## src/rtl/reg_file.sv

```systemverilog
// Architectural register file with per-register ROB rename tags (tag MSB = busy).
// Optional macro REGFILE_BYPASS_EN forwards a same-cycle committing value to the read ports.
module reg_file #(
    parameter int REG_NUM   = 32,
    parameter int DATA_W    = 32,
    parameter int ROB_POS_W = 4,
    parameter int REG_AW    = $clog2(REG_NUM),
    parameter int TAG_W     = ROB_POS_W + 1
) (
    input  logic              clk,
    input  logic              rst_n,
    input  logic              rdy,
    input  logic              clr,
    input  logic              issue_enable,
    input  logic [REG_AW-1:0] issue_rd,
    input  logic [TAG_W-1:0]  issue_rob_pos,
    input  logic              commit_enable,
    input  logic [REG_AW-1:0] commit_rd,
    input  logic [DATA_W-1:0] commit_val,
    input  logic [TAG_W-1:0]  commit_rob_pos,
    input  logic [REG_AW-1:0] dc_rs1,
    input  logic [REG_AW-1:0] dc_rs2,
    output logic [DATA_W-1:0] rs1_val,
    output logic [DATA_W-1:0] rs2_val,
    output logic [TAG_W-1:0]  rs1_dep,
    output logic [TAG_W-1:0]  rs2_dep,
    output logic [5:0]        busy_cnt
);

    logic [REG_NUM-1:0][DATA_W-1:0] val_reg;
    logic [REG_NUM-1:0][DATA_W-1:0] val_next;
    logic [REG_NUM-1:0][TAG_W-1:0]  tag_reg;
    logic [REG_NUM-1:0][TAG_W-1:0]  tag_next;
    logic [5:0]                     busy_cnt_reg;
    logic [5:0]                     busy_cnt_next;

    logic commit_go;
    logic issue_go;

    assign commit_go = rdy && commit_enable && (commit_rd != '0);
    assign issue_go  = rdy && issue_enable && (issue_rd != '0) && !clr;

    genvar gi;
    generate
        for (gi = 0; gi < REG_NUM; gi++) begin : g_reg
            if (gi == 0) begin : g_x0
                assign val_next[gi] = '0;
                assign tag_next[gi] = '0;
            end else begin : g_rn
                logic commit_hit;
                logic issue_hit;
                assign commit_hit = commit_go && (commit_rd == REG_AW'(gi));
                assign issue_hit  = issue_go && (issue_rd == REG_AW'(gi));

                assign val_next[gi] = commit_hit ? commit_val : val_reg[gi];

                // Issue beats a same-cycle commit; commit only clears its own tag.
                always_comb begin
                    tag_next[gi] = tag_reg[gi];
                    if (rdy && clr) begin
                        tag_next[gi] = '0;
                    end else if (issue_hit) begin
                        tag_next[gi] = issue_rob_pos;
                    end else if (commit_hit && (tag_reg[gi] == commit_rob_pos)) begin
                        tag_next[gi] = '0;
                    end
                end
            end
        end
    endgenerate

    always_comb begin
        busy_cnt_next = '0;
        for (int i = 0; i < REG_NUM; i++) begin
            busy_cnt_next = busy_cnt_next + 6'(|tag_next[i]);
        end
    end

    always_ff @(posedge clk or negedge rst_n) begin
        if (!rst_n) begin
            val_reg      <= '0;
            tag_reg      <= '0;
            busy_cnt_reg <= '0;
        end else if (rdy) begin
            val_reg      <= val_next;
            tag_reg      <= tag_next;
            busy_cnt_reg <= busy_cnt_next;
        end
    end

    assign busy_cnt = busy_cnt_reg;

`ifdef REGFILE_BYPASS_EN
    logic byp1;
    logic byp2;
    assign byp1 = commit_go && (dc_rs1 == commit_rd) && (tag_reg[dc_rs1] == commit_rob_pos);
    assign byp2 = commit_go && (dc_rs2 == commit_rd) && (tag_reg[dc_rs2] == commit_rob_pos);

    assign rs1_val = byp1 ? commit_val : val_reg[dc_rs1];
    assign rs2_val = byp2 ? commit_val : val_reg[dc_rs2];
    assign rs1_dep = byp1 ? '0 : tag_reg[dc_rs1];
    assign rs2_dep = byp2 ? '0 : tag_reg[dc_rs2];
`else
    assign rs1_val = val_reg[dc_rs1];
    assign rs2_val = val_reg[dc_rs2];
    assign rs1_dep = tag_reg[dc_rs1];
    assign rs2_dep = tag_reg[dc_rs2];
`endif

endmodule

```

## config.mk

```make
export PLATFORM = sky130hd
export DESIGN_NAME = reg_file
export DESIGN_NICKNAME = d
export VERILOG_FILES = /design/src/rtl/reg_file.sv
export SDC_FILE = /design/constraint.sdc
export NUM_CORES = 2
export LEC_CHECK = 0
export ABC_AREA = 1
export CORE_ASPECT_RATIO = 1.25
export CORE_UTILIZATION = 23
export DETAILED_ROUTE_END_ITERATION = 12
export GPL_ROUTABILITY_DRIVEN = 1
export SYNTH_ARGS = -nofsm -noshare
export SYNTH_HDL_FRONTEND = slang
export SYNTH_SLANG_ARGS = --single-unit
```

## constraint.sdc

```tcl
create_clock -name clk -period 6.25 [get_ports clk]
set_clock_uncertainty 0.15 [all_clocks]
set_input_delay 0.9375 -clock clk [delete_from_list [all_inputs] [get_ports clk]]
set_output_delay 0.9375 -clock clk [all_outputs]
set_load 0.01 [all_outputs]
```

==> results.json <==
{
  "drtAntennaViolNets": 0,
  "portBuffers": 147,
  "clk_path_buf_depth": 3,
  "dieArea_um2": 295500,
  "r2r_start": "tag_reg[9]",
  "rsz0062_at_grt": "yes",
  "grt_pass1_vias": 64209,
  "clock_sinks": 1153,
  "grt_max_degree": 156,
  "finalCriticalPeriod_ns": 6.275,
  "layout-drive-gt1-share": 0.09391,
  "finalCritPeriodShare": 1.004,
  "largest_reg_flops": 992,
  "drv_cap": 0,
  "endpoint": "busy_cnt[4]",
  "setup_viol": 1,
  "worst_pin_slew_ns": 1.237,
  "place_ws_ns": -1.250,
  "syn_inst": 9516,
  "power.switching_mw": 6.837,
  "cpMostUsedCell": "fa_1",
  "status": "complete, but fails checks",
  "finalPower_mw": 21.67,
  "fillCellCount": 31844,
  "hp-class": "in2async",
  "p_int_mw": 14.83,
  "crit_path_start": "commit_rd[0]",
  "rrSetupSlack_ns": 0.14,
  "final_cells": 13535,
  "crit_cells": 31,
  "worstPathRequired_ns": 6.79,
  "synth_edf_count": 0,
  "endpoint_kind": "flip-flop",
  "ys_ff_latch": 1153,
  "routedWlPerCell_um": 21.65,
  "synth_cell_types": 33,
  "die_h_um": 607.5,
  "start_util": 0.2319,
  "die_w_um": 486.4,
  "maxSlewViolCount": 0,
  "clock.fmax_mhz": 159.4,
  "worstSetupPathType": "in2reg",
  "insertion_delay_ns": 0.81,
  "finalHoldViolCount": 0,
  "cts-root-buf": "clkbuf_16",
  "synth_ff_type": "dfrtp_1",
  "dp_hpwl_um": 177200,
  "slowest_delay_ns": 0.52,
  "p_seq_frac": 0.415,
  "place.gp.congestion": 0.9202,
  "wirelength_um": 293100,
  "synth_fp_nets": 9614,
  "mostFrequentLayoutCells": "nand2_1, o21ai_0, dfrtp_1",
  "start_kind": "input port",
  "ys_seq_area_frac": 0.4277,
  "slew_headroom": 0.1756,
  "swShare": 0.3156,
  "final_common_cell": "nand2_1",
  "drt_iter0_drc": 8792,
  "violations": "negative setup slack",
  "area_growth_syn_to_layout_pct": 19.24,
  "drt-vias-per-instance": 5.072,
  "cts_tree": "built",
  "grt_overflow_total": 0,
  "fp.coreArea_um2": 290900,
  "syn_area_um2": 67460,
  "cts_buffers": 140,
  "crit_slowest_cell": "fa_1",
  "rows": 221,
  "crit_arrival_ns": 6.81,
  "setup_tns_ns": -0.02455,
  "drc": 0,
  "combPwrFrac": 0.187,
  "rr_endpoint": "busy_cnt[4]",
  "antenna_found_initial": 19,
  "cts.clk_slew.worst_paths_ns": 0.06,
  "syn_area_per_cell_um2": 7.089,
  "crit_fanout": 5,
  "rr_worst_depth": 28,
  "dp.cells": 13258,
  "yosys_warnings": 0,
  "cp_top_family": "adder cells",
  "clock_power_share": 0.397,
  "vias": 68654,
  "grt_pass1_wl_um": 430100,
  "grt.total_usage": 0.1926,
  "nets": 9618,
  "vdd_ir_drop_max_mv": 0.2040,
  "ys_async_sr_fraction": 1.000,
  "power.density_nw_per_um2": 269.4,
  "layout_setup_ws_ns": -0.02455,
  "cts_max_level": 4,
  "io_pins": 148,
  "first_pass_iters": 6,
  "power.leakage_nw": 36.81,
  "path_buf_inv": 9
}
## power groups by stage
stage / Sequential, mW / Clock, mW / Combinational [mW]
after floorplan: 8.97 / 0 / 2.51
after global placement: 9.08 / 0 / 3.93
after detailed placement: 9.10 / 0 / 3.99
after CTS: 8.98 / 8.74 / 4.02
after global routing: 9.10 / 9.03 / 4.52
final: 9.00 / 8.61 / 4.06
## final cells by class
type	instances	area (um2)	area share
Multi-Input combinational cell	6715	32490	0.4040
Sequential cell	1153	28850	0.3587
Timing Repair Buffer	675	6212	0.07723
Tap cell	3902	4882	0.06070
Clock buffer	205	4009	0.04984
Inverter	835	3187	0.03962
Clock inverter	43	782.0	0.009722
Antenna cell	7	17.52	0.0002178
## cells by family after synthesis
family,synth area share
AND/OR/NAND/NOR,0.2224
AO/OA/AOI/OAI,0.2331
buffers and inverters,0.09594
flip-flops,0.4277
XOR/XNOR,0.01272
adder cells (fa/ha/maj),0.008124
## what timing repair did
| item | in CTS | in global routing |
|---|---|---|
| endpoints found under the setup margin | 5 | 5 |
| hold buffers | 0 | 0 |
| pin swaps | 50 | 15 |
| buffers inserted | 17 | 5 |
| resized for setup | 77 | 24 |
## synthesized netlist by cell type (22+ instances only)
| master | n | area, um2 |
|---|---|---|
| fa_1 | 23 | 460.4 |
| o21ai_0 | 1680 | 8408 |
| o21ai_1 | 22 | 110.1 |
| xnor2_1 | 83 | 727.0 |
| clkbuf_1 | 519 | 1948 |
| nand2_1 | 2532 | 9504 |
| o211ai_1 | 351 | 2635 |
| nor2_1 | 170 | 638.1 |
| buf_2 | 200 | 1001 |
| dfrtp_1 | 1153 | 28850 |
| nand3_1 | 872 | 4364 |
| inv_2 | 30 | 112.6 |
| inv_1 | 799 | 2999 |
| a21oi_1 | 880 | 4404 |
| buf_1 | 86 | 322.8 |
## layer usage
metal | routed length (um) | GRT usage | up-vias
li1 | - | - | 31524
met5 | 96 | 0 | -
met1 | 117100 | 0.2480 | 32573
met3 | 28440 | 0.03832 | 790
met2 | 131600 | 0.3042 | 3753
met4 | 15920 | 0.09728 | 14
## per-stage QoR
| stage | area (um2) | hold WS, ns | util |
|---|---|---|---|
| floorplan | 67520 | 0.3030 | - |
| global placement | 75220 | 0.3155 | 0.2586 |
| detailed placement | 75220 | 0.3225 | 0.2586 |
| CTS | 80320 | 0.05289 | 0.2761 |
| global route | 80420 | 0.06480 | 0.2765 |
| finish | 80440 | 0.03670 | 0.2765 |
## worst min-delay path by stage
stage | to | slack, ns | from
floorplan | val_reg[448] | 0.30 | val_reg[448]
global placement | busy_cnt[0] | 0.32 | busy_cnt[0]
global route | val_reg[732] | 0.06 | rst_n
detailed placement | val_reg[478] | 0.32 | val_reg[478]
finish | val_reg[959] | 0.04 | rst_n
CTS | val_reg[535] | 0.05 | rst_n
## worst reg2reg max path, delay by kind of cell (launching register included)
kind	cells	cell delay, ns
fa+ha+maj	8	3.69
flops	1	0.41
buf+inv	4	0.24
simple gates	12	1.11
compound gates	4	0.41
Note: power is estimated with default switching activity, not from simulation.
